===== src/rtl/ws2812_bit_decoder_if.sv =====
// Signal bundle between the input synchroniser, the WS2812 bit decoder and the bit-assembly stage.
// WS2812_DECODER_ERR_STATS_EN adds the o_err_count statistics output.
`timescale 1ns/1ps

interface ws2812_bit_decoder_if;
  logic       i_din;
  logic       o_bit;
  logic       o_bit_valid;
  logic       o_latch;
  logic       o_err;
  logic [1:0] o_err_code;
  logic       o_sync;
`ifdef WS2812_DECODER_ERR_STATS_EN
  logic [15:0] o_err_count;

  modport slave  (input i_din, output o_bit, output o_bit_valid, output o_latch,
                  output o_err, output o_err_code, output o_sync, output o_err_count);
  modport master (output i_din, input o_bit, input o_bit_valid, input o_latch,
                  input o_err, input o_err_code, input o_sync, input o_err_count);
`else
  modport slave  (input i_din, output o_bit, output o_bit_valid, output o_latch,
                  output o_err, output o_err_code, output o_sync);
  modport master (output i_din, input o_bit, input o_bit_valid, input o_latch,
                  input o_err, input o_err_code, input o_sync);
`endif
endinterface


===== src/rtl/ws2812_bit_decoder.sv =====
// WS2812 bit decoder: times high/low phases, emits bits, latch strobes and classified errors.
// Optional feature macro: WS2812_DECODER_ERR_STATS_EN (16-bit saturating error counter).
`timescale 1ns/1ps

// state  | meaning
// S_SYNC | waiting for a reset-code length low before trusting the line
// S_IDLE | frame boundary seen, waiting for the first rising edge
// S_HIGH | timing a high phase
// S_LOW  | timing the low phase that follows a classified high phase
module ws2812_bit_decoder #(
  parameter int CNT_W    = 12,
  parameter int T0H_MIN  = 12,
  parameter int T0H_MAX  = 28,
  parameter int T1H_MIN  = 32,
  parameter int T1H_MAX  = 48,
  parameter int TL_MIN   = 12,
  parameter int TL_MAX   = 50,
  parameter int TRES_MIN = 2500
) (
  input  logic                 i_clk,
  input  logic                 i_reset_n,
  ws2812_bit_decoder_if.slave  bus
);

  if (!(T0H_MAX < T1H_MIN)) begin : g_chk_th
    $error("ws2812_bit_decoder: T0H_MAX must be below T1H_MIN");
  end
  if (!(TL_MAX < TRES_MIN)) begin : g_chk_tl
    $error("ws2812_bit_decoder: TL_MAX must be below TRES_MIN");
  end
  if (TRES_MIN > ((1 << CNT_W) - 1)) begin : g_chk_tres
    $error("ws2812_bit_decoder: TRES_MIN does not fit in the phase counter");
  end

  localparam logic [CNT_W-1:0] CNT_MAX    = '1;
  localparam logic [CNT_W-1:0] CNT_ONE    = CNT_W'(1);
  localparam logic [CNT_W-1:0] T0H_MIN_C  = CNT_W'(T0H_MIN);
  localparam logic [CNT_W-1:0] T0H_MAX_C  = CNT_W'(T0H_MAX);
  localparam logic [CNT_W-1:0] T1H_MIN_C  = CNT_W'(T1H_MIN);
  localparam logic [CNT_W-1:0] T1H_MAX_C  = CNT_W'(T1H_MAX);
  localparam logic [CNT_W-1:0] TL_MIN_C   = CNT_W'(TL_MIN);
  localparam logic [CNT_W-1:0] TL_MAX_C   = CNT_W'(TL_MAX);
  localparam logic [CNT_W-1:0] TRES_MIN_C = CNT_W'(TRES_MIN);

  typedef enum logic [1:0] {S_SYNC, S_IDLE, S_HIGH, S_LOW} state_t;

  state_t           state_q;
  logic [CNT_W-1:0] cnt_q, cnt_d;
  logic             din_q;
  logic             pend_q;
  logic             bit_q;
  logic             bit_valid_q;
  logic             latch_q;
  logic             err_q;
  logic [1:0]       err_code_q;
  logic             sync_q;

  logic din_edge, rise, fall;
  logic high_is_1, high_is_0, low_ok, tres_hit, err_det;

  assign din_edge = bus.i_din ^ din_q;
  assign rise     = din_edge & bus.i_din;
  assign fall     = din_edge & ~bus.i_din;

  // cnt_q holds the length of the phase that the current edge terminates.
  assign high_is_1 = (cnt_q >= T1H_MIN_C) && (cnt_q <= T1H_MAX_C);
  assign high_is_0 = (cnt_q >= T0H_MIN_C) && (cnt_q <= T0H_MAX_C);
  assign low_ok    = (cnt_q >= TL_MIN_C) && (cnt_q <= TL_MAX_C);
  assign tres_hit  = ~din_edge && ~bus.i_din && (cnt_q >= TRES_MIN_C);
  assign err_det   = ((state_q == S_HIGH) && fall && !high_is_1 && !high_is_0) ||
                     ((state_q == S_LOW) && rise && !low_ok);

  always_comb begin
    cnt_d = cnt_q;
    if (din_edge) begin
      cnt_d = CNT_ONE;
    end else if (cnt_q != CNT_MAX) begin
      cnt_d = cnt_q + CNT_ONE;
    end
  end

  always_ff @(posedge i_clk or negedge i_reset_n) begin
    if (!i_reset_n) begin
      state_q     <= S_SYNC;
      cnt_q       <= '0;
      din_q       <= 1'b0;
      pend_q      <= 1'b0;
      bit_q       <= 1'b0;
      bit_valid_q <= 1'b0;
      latch_q     <= 1'b0;
      err_q       <= 1'b0;
      err_code_q  <= 2'b00;
      sync_q      <= 1'b0;
    end else begin
      din_q       <= bus.i_din;
      cnt_q       <= cnt_d;
      bit_valid_q <= 1'b0;
      latch_q     <= 1'b0;
      err_q       <= 1'b0;
      err_code_q  <= 2'b00;
      case (state_q)
        S_SYNC: begin
          if (tres_hit) begin
            state_q <= S_IDLE;
            sync_q  <= 1'b1;
          end
        end
        S_IDLE: begin
          if (rise) begin
            state_q <= S_HIGH;
          end
        end
        S_HIGH: begin
          if (fall) begin
            if (high_is_1) begin
              pend_q  <= 1'b1;
              state_q <= S_LOW;
            end else if (high_is_0) begin
              pend_q  <= 1'b0;
              state_q <= S_LOW;
            end else begin
              err_q      <= 1'b1;
              err_code_q <= 2'b01;
              state_q    <= S_SYNC;
              sync_q     <= 1'b0;
            end
          end
        end
        S_LOW: begin
          if (rise) begin
            if (low_ok) begin
              bit_valid_q <= 1'b1;
              bit_q       <= pend_q;
              state_q     <= S_HIGH;
            end else begin
              err_q      <= 1'b1;
              err_code_q <= 2'b10;
              pend_q     <= 1'b0;
              state_q    <= S_SYNC;
              sync_q     <= 1'b0;
            end
          end else if (tres_hit) begin
            // A reset code also terminates the last bit of the frame.
            bit_valid_q <= 1'b1;
            bit_q       <= pend_q;
            latch_q     <= 1'b1;
            state_q     <= S_IDLE;
          end
        end
        default: begin
          state_q <= S_SYNC;
          sync_q  <= 1'b0;
        end
      endcase
    end
  end

`ifdef WS2812_DECODER_ERR_STATS_EN
  logic [15:0] err_cnt_q;

  always_ff @(posedge i_clk or negedge i_reset_n) begin
    if (!i_reset_n) begin
      err_cnt_q <= '0;
    end else if (err_det && (err_cnt_q != 16'hFFFF)) begin
      err_cnt_q <= err_cnt_q + 16'd1;
    end
  end

  assign bus.o_err_count = err_cnt_q;
`else
  logic unused_err_det;
  assign unused_err_det = err_det;
`endif

  assign bus.o_bit       = bit_q;
  assign bus.o_bit_valid = bit_valid_q;
  assign bus.o_latch     = latch_q;
  assign bus.o_err       = err_q;
  assign bus.o_err_code  = err_code_q;
  assign bus.o_sync      = sync_q;

endmodule


===== src/flat_wrapper.sv =====
// flat-port wrapper written by rule: the top's interface ports become plain ports
module ws2812_bit_decoder_flat 
#(
  parameter int CNT_W    = 12,
  parameter int T0H_MIN  = 12,
  parameter int T0H_MAX  = 28,
  parameter int T1H_MIN  = 32,
  parameter int T1H_MAX  = 48,
  parameter int TL_MIN   = 12,
  parameter int TL_MAX   = 50,
  parameter int TRES_MIN = 2500
)
  (i_clk, i_reset_n, bus_i_din, bus_o_bit, bus_o_bit_valid, bus_o_latch, bus_o_err, bus_o_err_code, bus_o_sync);
  ws2812_bit_decoder_if bus_i ();
  input  logic i_clk;
  input  logic i_reset_n;
  input wire logic [$bits(bus_i.i_din)-1:0] bus_i_din;
  output wire logic [$bits(bus_i.o_bit)-1:0] bus_o_bit;
  output wire logic [$bits(bus_i.o_bit_valid)-1:0] bus_o_bit_valid;
  output wire logic [$bits(bus_i.o_latch)-1:0] bus_o_latch;
  output wire logic [$bits(bus_i.o_err)-1:0] bus_o_err;
  output wire logic [$bits(bus_i.o_err_code)-1:0] bus_o_err_code;
  output wire logic [$bits(bus_i.o_sync)-1:0] bus_o_sync;
  assign bus_i.i_din = bus_i_din;
  assign bus_o_bit = bus_i.o_bit;
  assign bus_o_bit_valid = bus_i.o_bit_valid;
  assign bus_o_latch = bus_i.o_latch;
  assign bus_o_err = bus_i.o_err;
  assign bus_o_err_code = bus_i.o_err_code;
  assign bus_o_sync = bus_i.o_sync;
  ws2812_bit_decoder #(.CNT_W(CNT_W), .T0H_MIN(T0H_MIN), .T0H_MAX(T0H_MAX), .T1H_MIN(T1H_MIN), .T1H_MAX(T1H_MAX), .TL_MIN(TL_MIN), .TL_MAX(TL_MAX), .TRES_MIN(TRES_MIN)) u_core (.i_clk(i_clk), .i_reset_n(i_reset_n), .bus(bus_i));
endmodule

===== config.mk =====
export PLATFORM = sky130hd
export DESIGN_NAME = ws2812_bit_decoder_flat
export DESIGN_NICKNAME = d
export VERILOG_FILES = /design/src/rtl/ws2812_bit_decoder_if.sv /design/src/rtl/ws2812_bit_decoder.sv /design/src/flat_wrapper.sv
export SDC_FILE = /design/constraint.sdc
export NUM_CORES = 1
export LEC_CHECK = 0
export BUFFER_PORTS_ARGS = -buffer_cell sky130_fd_sc_hd__buf_2
export CORE_MARGIN = 8
export CORE_UTILIZATION = 50
export CTS_CLUSTER_DIAMETER = 150
export DETAILED_ROUTE_END_ITERATION = 10
export MAX_ROUTING_LAYER = met4
export PLACE_DENSITY_LB_ADDON = 0.15
export RECOVER_POWER = 50
export SLEW_MARGIN = 20
export SYNTH_ARGS = -nofsm -noshare
export SYNTH_HDL_FRONTEND = slang
export SYNTH_SLANG_ARGS = --single-unit

===== constraint.sdc =====
create_clock -name i_clk -period 3 [get_ports i_clk]
set_input_delay 0.3 -clock i_clk [delete_from_list [all_inputs] [get_ports i_clk]]
set_output_delay 0.3 -clock i_clk [all_outputs]
set_load 0.01 [all_outputs]

**After elaboration in Yosys (flattened, before gate mapping)**

Cells that the tools add are included.

- $add $sub $neg: 1
- Order comparisons: 6
- Equal/unequal tests: 13
- Muxes and demuxes: 42
- Bitwise gates (word level): 5
- Reductions and logical operators: 14

Operator list:

| operator | count |
|---|---|
| 12-bit by 6-bit <= comparator with 1-bit output (second input constant) | 2 |
| 1-bit 2-to-1 mux | 24 |
| 12-bit 2-to-1 mux | 2 |
| 2-bit 2-to-1 mux | 11 |
| 12-bit by 1-bit adder with 12-bit output (second input constant) | 1 |
| 12-bit >= comparator (second input constant) | 1 |
| 12-bit by 4-bit >= comparator with 1-bit output (second input constant) | 1 |
| 12-bit by 6-bit >= comparator with 1-bit output (second input constant) | 1 |
| 12-bit by 5-bit <= comparator with 1-bit output (second input constant) | 1 |
| 12-bit != test (second input constant) | 1 |
| 2-bit by 1-bit != test with 1-bit output (second input constant) | 4 |
| 2-bit != test (second input constant) | 4 |
| 2-bit case mux with 4 select lines | 1 |
| 7-bit AND reduction | 1 |
| 2-bit nonzero test | 3 |
| 1-bit logical AND | 5 |
| 5-bit AND reduction | 1 |
| 2-bit equality test (second input constant) | 2 |
| 1-bit case mux with 2 select lines | 2 |
| 2-bit case mux with 2 select lines | 1 |
| 3-bit by 1-bit != test with 1-bit output (second input constant) | 1 |
| 1-bit case mux with 3 select lines | 1 |
| 3-bit AND reduction | 1 |
| 3-bit nonzero test | 1 |
| other kinds (6) | 8 |

- Register bits after elaboration: 23
- Input bits: 3

**Depth between registers and ports, before layout**

Gate-level depths: netlist (run 1).

- Depth in word-level cells: 7
- Gate-level depth with buffers: 7
- Depth with buffers taken out: 6

**Worst setup path after synthesis (run 1)**

OpenSTA, ideal clock, no wires.

- Kind: reg-to-reg
- Start: register u_core.cnt_q[8]
- End: register u_core.bit_q, in the netlist u_core.bus.o_bit
- Library setup time: 0.127 ns
- Data arrival time: 1.714 ns
- Path slack: 1.158 ns
- Cell stages (with the launch flop): 6
- Buffers on the path: 0
- Clock period less this slack: 1.842 ns
- Path through: dfrtp_1 > nor4_4 > nand2_2 > o31ai_4 > o2111a_2 > mux2_1

- Cells in the longest elaborated chain, start to end: 4

Ends and longest elaborated chain:

| what | RTL line | text |
|---|---|---|
| start, declared | ws2812_bit_decoder.sv:48 | `logic [CNT_W-1:0] cnt_q, cnt_d;` |
| start signal, assigned | ws2812_bit_decoder.sv:96 | `cnt_q <= cnt_d;` |
| 12-bit by 4-bit >= comparator with 1-bit output (tied with other cells) | ws2812_bit_decoder.sv:68 | `assign low_ok = (cnt_q >= TL_MIN_C) && (cnt_q <= TL_MAX_C);` |
| 1-bit logical AND (on tied branches) | ws2812_bit_decoder.sv:68, ws2812_bit_decoder.sv:69 |  |
| 2-bit != test (no line) or 2-bit nonzero test (tied branches) | - |  |
| 3-bit AND reduction (no line) (*) | - |  |
| end signal, assigned | ws2812_bit_decoder.sv:133 | `bit_q <= pend_q;` |
| end signal, assigned | ws2812_bit_decoder.sv:145 | `bit_q <= pend_q;` |
| end, declared | ws2812_bit_decoder.sv:51 | `logic bit_q;` |

Every way passes the cells marked *; elsewhere a longest branch is shown, timed or not.
A chain may end at the register's enable or synchronous reset.

**Worst setup path after layout (run 1)**

Ends and elaborated chain as after synthesis.

==> results.json, run 1 <==
{
  "synthCells": 136,
  "syn_nets": 144,
  "ys_seq_area_share_pct": 43.9,
  "clkPwrFrac_pct": 23.3,
  "max_cap_viol_count": 0,
  "hold_path_class": "input pin to register",
  "setup_violations": 0,
  "antenna_found_initial": 0,
  "grt_pass1_vias": 992,
  "tightest_slew_ns": 1.20,
  "drt-initial-drc-count": 58,
  "rsz0062_at_grt": "false",
  "finalHoldViolCount": 0,
  "cp-end-kind": "register",
  "endpoint": "u_core.bus.o_bit",
  "synth-edff-count": 0,
  "worstPathArrival_ns": 2.20,
  "via_count": 992,
  "crit_chain": "nor4_4, nand2_2, o31ai_4, o2111a_2, mux2_1",
  "p_per_area_nw_per_um2": 443,
  "slew_viol_final": 0,
  "port_buffers": 9,
  "cpMaxStageDelayCell": "dfrtp_1",
  "avgSynthCellArea_sq_um": 9.63,
  "synthTopCellsByCount": "dfrtp_1, nor2_1, nand2_1",
  "avgViaCountPerCell": 5.77,
  "die-area_sq_um": 4510,
  "die_w_um": 67.2,
  "finalWorstSetupSlack_ns": 1.01,
  "grt.total_usage_pct": 13.0,
  "clk_latency_ns": 0.31,
  "whs_path_depth": 1,
  "wl_per_cell_um": 14.3,
  "die_h_um": 67.2,
  "netSwitchingFraction_pct": 31.0,
  "fin_nets": 151,
  "hpwlAfterDp_mm": 1.83,
  "ys.flop_type": "dfrtp_1",
  "first_pass_iters": 4,
  "drc": 0,
  "tritoncts": "yes",
  "synth.top_cell.area_share_pct": 43.9,
  "ff2ff_path_depth": 5,
  "finClkSkew_ns": 0.00797,
  "switching_power_uw": 191,
  "layoutNonFillerInstCount": 172,
  "path_clk_slew_ns": 0.13,
  "yosysTopAreaCell": "dfrtp_1",
  "areaGrowthSynthToFinish_pct": 6.02,
  "setup_tns_ns": 0,
  "p_int_uw": 424,
  "antenna_cells": 0,
  "slowest_delay_ns": 0.48,
  "pre_cts_ws_ns": 1.04,
  "startpoint": "u_core.cnt_q[8]",
  "multiInputGateArea_sq_um": 676,
  "grt_max_degree": 24,
  "grt_overflow": 0,
  "async_flop_share_pct": 100,
  "grt_pass1_wl_mm": 4.49,
  "rrSetupSlack_ns": 1.01,
  "h-tree-depth": 1,
  "drive_gt1_share_pct": 10.6,
  "yosysUniqueCellTypes": 43,
  "clock.fmax_ghz": 0.501,
  "seqCellArea_sq_um": 576,
  "cts_num_sinks": 23,
  "leakagePower_uw": 0.000623,
  "r2r-end": "u_core.bus.o_bit",
  "critPathTopFamily": "compound AO/OA/AOI/OAI gates",
  "status": "complete, no violations",
  "ir_drop_v": 0.000300,
  "pwr-share-seq_pct": 58.4,
  "yosys-top-cells-area": "dfrtp_1, nor2_1, ha_1",
  "synth_warnings": 0,
  "gp_congestion": 0.815,
  "ioPinCount": 10,
  "fin_crit_sh_pct": 66.5,
  "crit_type": "register to register",
  "crit_cells": 5,
  "cp_data_required_time_ns": 3.20,
  "cp_max_fo": 7,
  "ant_nets": 0,
  "yosysMostFrequentCell": "dfrtp_1",
  "ys_ff_latch": 23,
  "path_buf_inv": 0,
  "drt-total-wl_mm": 2.46,
  "core_area_sq_um": 2480,
  "pwr-share-comb_pct": 18.3,
  "numCtsBuffers": 3,
  "n_fill_cell": 232,
  "slew_headroom_pct": 19.8,
  "clock_path_buffers": 2,
  "synthesis.area_sq_um": 1310,
  "initial_utilization_pct": 52.9,
  "rows": 18,
  "start_kind": "register",
  "cts_resized": 0,
  "cts_root_buf": "clkbuf_4",
  "rr_startpoint": "u_core.cnt_q[8]",
  "period_needed_ns": 1.99,
  "dp_cells": 167
}
## state kept, by name, summed over array words and instances (netlist names)
register and flops:
u_core.din_q 1, u_core.bus.o_err_code 2, u_core.bus.o_err 1, u_core.pend_q 1
u_core.bus.o_bit_valid 1, u_core.state_q 2, u_core.bus.o_latch 1, u_core.cnt_q 12
u_core.bus.o_sync 1, u_core.bus.o_bit 1
## through the flow
stage / hold slack (ns) / util [%] / power [uW] / cell area [sq um]
after detailed placement: 0.303 / 54.7 / 477 / 1360
after CTS: 0.112 / 56.3 / 621 / 1390
after global routing: 0.125 / 56.1 / 654 / 1390
after floorplan: 0.00441 / - / 442 / 1310
after global placement: 0.294 / 54.7 / 472 / 1360
final: 0.133 / 56.1 / 615 / 1390
## worst reg2reg max path, delay by kind of cell, from the launching register on
family | cells | cell delay, ns
simple gates | 2 | 0.44
compound gates | 2 | 0.64
mux | 1 | 0.32
flops | 1 | 0.48
## how the worst min path moves through the flow
stage | startpoint | to | slack, ns
after floorplan | i_reset_n | u_core.bus.o_bit | 0.004
after global placement | i_reset_n | u_core.cnt_q[2] | 0.29
after detailed placement | i_reset_n | u_core.cnt_q[2] | 0.30
after CTS | bus_i_din | u_core.din_q | 0.11
after global routing | bus_i_din | u_core.din_q | 0.12
final | bus_i_din | u_core.din_q | 0.13
## power groups by stage
stage,combinational [uW],sequential (uW),clock [uW]
after global placement,109,363,0
after global routing,128,363,162
after detailed placement,112,365,0
after CTS,114,359,149
after floorplan,91.5,351,0
final,112,359,143
## kinds of logic (layout without fill, tap and decap cells)
| kind of cell | count (synthesis) | count (layout) | share of synthesized area (%) |
|---|---|---|---|
| compound gates | 27 | 27 | 15.5 |
| xor+xnor | 7 | 7 | 4.68 |
| fa+ha+maj | 5 | 5 | 4.78 |
| buf+inv | 14 | 20 | 4.49 |
| flops | 23 | 23 | 43.9 |
| mux | 3 | 3 | 2.39 |
| simple gates | 57 | 57 | 24.3 |
## timing repair
item,4_1_cts,5_1_grt
hold buffers,1,0
buffers inserted,0,0
hold endpoints to repair,23,0
## layout by cell type (no fill, tap or decap), types with 2 or more instances in the layout
master / Yosys / routed
nand4_1: 5 / 5
nor3_1: 2 / 2
nor2b_1: 2 / 2
nand2_1: 8 / 8
nand3_1: 5 / 5
or3_1: 2 / 2
xnor2_1: 2 / 2
buf_2: 5 / 5
nor2_1: 19 / 19
and3_1: 2 / 2
nand2b_1: 3 / 3
ha_1: 5 / 5
clkbuf_4: 0 / 3
mux2i_1: 2 / 2
o22ai_1: 2 / 2
o21ai_0: 4 / 4
xor2_1: 5 / 5
nor4_4: 2 / 2
inv_1: 6 / 6
a21oi_1: 7 / 7
clkbuf_1: 3 / 4
dfrtp_1: 23 / 23
## final cells by class
cell class                 instances  area share, %
multi-input combinational         99           48.6
timing repair buffer              10           3.60
tap                               30           2.70
clock buffer                       3           1.62
clock inverter                     1          0.360
inverter                           6           1.62
sequential                        23           41.4
## routing by layer
layer	track usage (%)	share of wire [%]	wire length, um	vias to the layer above
met2	19.1	46	1130	14
met3	2.15	3.7	90	4
met5	-	0	0	-
met4	3.92	0.93	23	0
li1	-	-	-	495
met1	17.8	50	1220	479
Note: power is estimated with default switching activity, not from simulation.
==> run 2, diff against run 1 <==
==> constraint.sdc (replaced) <==
create_clock -name i_clk -period 1.83 [get_ports i_clk]
set_input_delay 0.183 -clock i_clk [delete_from_list [all_inputs] [get_ports i_clk]]
set_output_delay 0.183 -clock i_clk [all_outputs]
set_load 0.01 [all_outputs]
==> run 2 against run 1 <==
Count of clock-buffer cells in the layout up 1. Utilization up 4.4 points. Final area up 7.8%. Final cell count up 7.0%. Worst setup slack worse by 0.96 ns. Register-to-register slack worse by 0.96 ns. Clock skew down 0.0039 ns. First-iteration DRC count up 38%. Maximum frequency up 12%. Non-clock buffer count up 12. Die area unchanged. Sequential share of layout area down 2.8 points. Critical endpoint unchanged.
==> results.json, run 2 (synthesis results as in run 1) <==
{
  "grt_pass1_wl_mm": 4.92,
  "p_int_uw": 717,
  "final_cell_mix": "dfrtp_1, nor2_1, buf_4",
  "clock_path_buffers": 2,
  "core_area_sq_um": 2480,
  "numCtsBuffers": 3,
  "ioPinCount": 10,
  "p_per_area_nw_per_um2": 690,
  "avgViaCountPerCell": 5.86,
  "startpoint": "u_core.cnt_q[2]",
  "dpl_cell_area_sq_um": 1420,
  "wl_per_cell_um": 15.3,
  "cp_data_required_time_ns": 2.03,
  "cts_num_sinks": 23,
  "cp_max_fo": 8,
  "setup_violations": 0,
  "drt-total-wl_mm": 2.82,
  "period_needed_ns": 1.79,
  "leakagePower_uw": 0.000683,
  "clkPwrFrac_pct": 22.8,
  "first_pass_iters": 4,
  "cp-end-kind": "register",
  "crit_type": "register to register",
  "max_cap_viol_count": 0,
  "status": "complete, no violations",
  "die_h_um": 67.2,
  "die-area_sq_um": 4510,
  "fin_nets": 163,
  "rr_startpoint": "u_core.cnt_q[2]",
  "setup_tns_ns": 0,
  "netSwitchingFraction_pct": 30.6,
  "r2r-end": "u_core.bus.o_bit",
  "finClkSkew_ns": 0.00412,
  "slew_viol_final": 0,
  "final_area_sq_um": 1500,
  "fin_crit_sh_pct": 97.7,
  "ir_drop_v": 0.000576,
  "slew_headroom_pct": 18.4,
  "tightest_slew_ns": 1.22,
  "rsz0062_at_grt": "true",
  "rows": 18,
  "endpoint": "u_core.bus.o_bit",
  "cts_root_buf": "clkbuf_4",
  "grt_max_degree": 24,
  "antenna_cells": 0,
  "ff2ff_path_depth": 5,
  "h-tree-depth": 1,
  "rrSetupSlack_ns": 0.04,
  "antenna_found_initial": 0,
  "ant_nets": 0,
  "regMostFlops": "u_core.cnt_q",
  "clock.fmax_ghz": 0.559,
  "grt_pass1_vias": 1034,
  "clk_latency_ns": 0.31,
  "port_buffers": 9,
  "utilization_pct": 60.5,
  "areaGrowthSynthToFinish_pct": 14.3,
  "pwr-share-seq_pct": 56.7,
  "die_w_um": 67.2,
  "drc": 0,
  "drive_gt1_share_pct": 20.1,
  "finalHoldViolCount": 0,
  "final_common_cell": "dfrtp_1",
  "initial_utilization_pct": 52.9,
  "path_clk_slew_ns": 0.13,
  "largest_reg_flops": 12,
  "pwr-share-comb_pct": 20.5,
  "drt-initial-drc-count": 80,
  "hold_path_class": "register to register",
  "start_kind": "register",
  "switching_power_uw": 316,
  "grt_overflow": 0,
  "grt.total_usage_pct": 14.1,
  "hpwlAfterDp_mm": 2.07,
  "tritoncts": "yes",
  "via_count": 1078,
  "gp_congestion": 0.788,
  "worstPathArrival_ns": 1.99
}
## run 2: cell types whose count changed in the layout (fill, tap and decap cells not counted), sizes merged
cell,change
dlygate4sd3,+1
buf,+12
clkinv,-1
## run 2: layout make-up
cell class	instances	area [sq um]
Multi-Input combinational cell	99	689
Tap cell	30	37.5
Sequential cell	23	578
Inverter	6	22.5
Fill cell	229	980
Clock buffer	4	26.3
Timing Repair Buffer	22	144
## run 2: power by group through the flow
stage | Sequential, uW | Combinational, uW | Clock, uW
after floorplan | 575 | 150 | 0
after global placement | 592 | 196 | 0
after detailed placement | 596 | 200 | 0
after CTS | 585 | 206 | 243
after global routing | 593 | 240 | 272
final | 586 | 212 | 236
## run 2: worst min-delay path by stage
stage / start / end / slack (ns) / cells after the start
final: u_core.bus.o_bit / u_core.bus.o_bit / 0.51 / 1
after floorplan: i_reset_n / u_core.bus.o_bit / -0.11 / 0
after CTS: i_reset_n / u_core.cnt_q[11] / 0.38 / 2
after global placement: i_reset_n / u_core.cnt_q[9] / 0.18 / 1
after global routing: bus_i_din / u_core.din_q / 0.55 / 2
after detailed placement: i_reset_n / u_core.cnt_q[10] / 0.18 / 1
## run 2: critical path, stage by stage, from the launching register on
cell	delay, ns
dfrtp_1	0.50
nor2_1	0.21
a21oi_1	0.14
o31ai_4	0.27
o2111a_2	0.25
mux2_1	0.32
## run 2: repair_timing
item | 4_1_cts | 5_1_grt
setup buffers | 0 | 2
gates resized for setup | 2 | 4
hold buffers | 2 | 0
cloned | 0 | 0
setup endpoints to repair | 3 | 9
pin swaps | 0 | 1
endpoints found under the hold margin | 24 | 0
## run 2: per-stage QoR
step                cells  total power, uW  hold WS, ns  setup slack (ns)
global placement      176              787        0.176            0.0489
floorplan             136              725       -0.113            0.0585
detailed placement    176              795        0.183           -0.0160
CTS                   182             1030        0.375            0.0513
global route          184             1100        0.549           -0.0210
finish                184             1030        0.515            0.0418
## run 2: metal layers
layer  wire length [um]  global-route usage (%)  vias up  part of all wire (%)
li1                   -                       -      522                     -
met3                119                    1.99        2                   4.2
met2               1340                    21.5       23                    47
met4                 13                    3.39        0                  0.46
met1               1350                    19.3      531                    48
met5                  0                       -        -                     0
==> run 3, diff against run 2 <==
--- a/config.mk
+++ b/config.mk
@@ -8,6 +8,7 @@
 export BUFFER_PORTS_ARGS = -buffer_cell sky130_fd_sc_hd__buf_2
 export CORE_MARGIN = 8
 export CORE_UTILIZATION = 50
+export CTS_BUF_LIST = sky130_fd_sc_hd__clkbuf_4
 export CTS_CLUSTER_DIAMETER = 150
 export DETAILED_ROUTE_END_ITERATION = 10
 export MAX_ROUTING_LAYER = met4
==> run 3 against run 2 <==
Final area up 0.25%. Critical path type unchanged. Count of clock-buffer cells in the layout unchanged. Combinational power about the same. Die area unchanged. First-iteration DRC count down 5.0%. Sequential share of layout area down 0.096 points. Final cell count unchanged. Utilization up 0.15 points. Sequential power about the same.
==> results.json, run 3 (synthesis results as in run 1) <==
{
  "grt_max_degree": 24,
  "max_cap_viol_count": 0,
  "gp_congestion": 0.788,
  "die-area_sq_um": 4510,
  "grt.total_usage_pct": 14.1,
  "h-tree-depth": 1,
  "rsz0062_at_grt": "true",
  "rows": 18,
  "critPathTopFamily": "compound AO/OA/AOI/OAI gates",
  "clock_path_buffers": 2,
  "cpMaxStageDelayCell": "dfrtp_1",
  "slew_viol_final": 0,
  "die_h_um": 67.2,
  "total_power_uw": 1050,
  "pre_cts_ws_ns": -0.0160,
  "antenna_found_initial": 0,
  "crit_type": "register to register",
  "start_kind": "register",
  "period_needed_ns": 1.79,
  "hold_path_class": "register to register",
  "drive_gt1_share_pct": 20.8,
  "final_common_cell": "dfrtp_1",
  "fin_nets": 163,
  "largest_reg_flops": 12,
  "regMostFlops": "u_core.cnt_q",
  "grt_pass1_vias": 1032,
  "areaGrowthSynthToFinish_pct": 14.6,
  "ir_drop_v": 0.000580,
  "n_fill_cell": 226,
  "cp_data_required_time_ns": 2.02,
  "cts_num_sinks": 23,
  "via_count": 1087,
  "worstPathArrival_ns": 1.98,
  "leakagePower_uw": 0.000686,
  "drc": 0,
  "grt_overflow": 0,
  "cp-end-kind": "register",
  "utilization_pct": 60.6,
  "slowest_delay_ns": 0.44,
  "die_w_um": 67.2,
  "path_buf_inv": 2,
  "multiInputGateArea_sq_um": 689,
  "ioPinCount": 10,
  "final_cell_mix": "dfrtp_1, nor2_1, buf_4",
  "first_pass_iters": 5,
  "setup_tns_ns": 0,
  "wl_per_cell_um": 15.4,
  "finalHoldViolCount": 0,
  "status": "complete, no violations",
  "crit_chain": "buf_4, a211oi_2, o31ai_4, buf_4, a21boi_0, o22ai_1",
  "drt-initial-drc-count": 76,
  "seqCellArea_sq_um": 578,
  "finClkSkew_ns": 0.00143,
  "core_area_sq_um": 2480,
  "cts_root_buf": "clkbuf_4",
  "numCtsBuffers": 3,
  "clock.fmax_ghz": 0.560,
  "drt-total-wl_mm": 2.84,
  "hpwlAfterDp_mm": 2.07,
  "critPathMostFrequentCell": "buf_4",
  "p_per_area_nw_per_um2": 698,
  "clk_latency_ns": 0.31,
  "cp_max_fo": 5,
  "tightest_slew_ns": 1.19,
  "grt_pass1_wl_mm": 4.91,
  "finalWorstSetupSlack_ns": 0.0438,
  "antenna_cells": 0,
  "setup_violations": 0,
  "path_clk_slew_ns": 0.12,
  "slew_headroom_pct": 20.4,
  "tritoncts": "yes",
  "avgViaCountPerCell": 5.91,
  "port_buffers": 9,
  "fin_crit_sh_pct": 97.6,
  "initial_utilization_pct": 52.9,
  "ant_nets": 0
}
run 3: routing by layer:
metal  up-vias  part of all wire, %  global-route usage [%]
li1        521                    -                       -
met1       534                   47                    19.5
met2        28                   47                    21.4
met3         4                  4.5                    1.99
met4         0                 0.78                    3.39
met5         -                    0                       -
run 3: path summary, 6_finish.rpt:
check	startpoint	endpoint	slack, ns	depth (start not counted)
setup / recovery	u_core.cnt_q[4]	u_core.state_q[1]	0.04	6
hold / removal	u_core.bus.o_bit	u_core.bus.o_bit	0.52	1
setup reg to reg	u_core.cnt_q[4]	u_core.state_q[1]	0.04	6
hold reg to reg	u_core.bus.o_bit	u_core.bus.o_bit	0.52	1
max in group asynchronous	i_reset_n	u_core.cnt_q[3]	0.42	2
min in group asynchronous	i_reset_n	u_core.cnt_q[7]	0.63	2
run 3: through the flow:
step | cells | area, sq um | hold slack [ns]
after floorplan | 136 | 1310 | -0.113
after global placement | 176 | 1420 | 0.176
after detailed placement | 176 | 1420 | 0.183
after CTS | 182 | 1480 | 0.375
after global routing | 184 | 1500 | 0.549
final | 184 | 1500 | 0.515
run 3: what timing repair did:
item / 4_1_cts / 5_1_grt
hold endpoints to repair: 24 / 0
resized for setup: 2 / 4
buffers inserted: 0 / 2
hold buffers: 2 / 0
pin swaps: 0 / 1
endpoints found under the setup margin: 4 / 9
run 3: report_power, final:
group | internal [uW] | switching (uW) | leakage, uW
clock network | 99.8 | 151 | 0.0000184
registers | 541 | 44.7 | 0.000307
logic | 90.4 | 121 | 0.000361
total | 731 | 317 | 0.000686
run 3: cell type report:
type | instances | share of cell area [%]
Sequential cell | 23 | 38.5
Clock buffer | 4 | 2.00
Timing Repair Buffer | 22 | 9.58
Multi-Input combinational cell | 99 | 45.9
Tap cell | 30 | 2.50
Inverter | 6 | 1.50
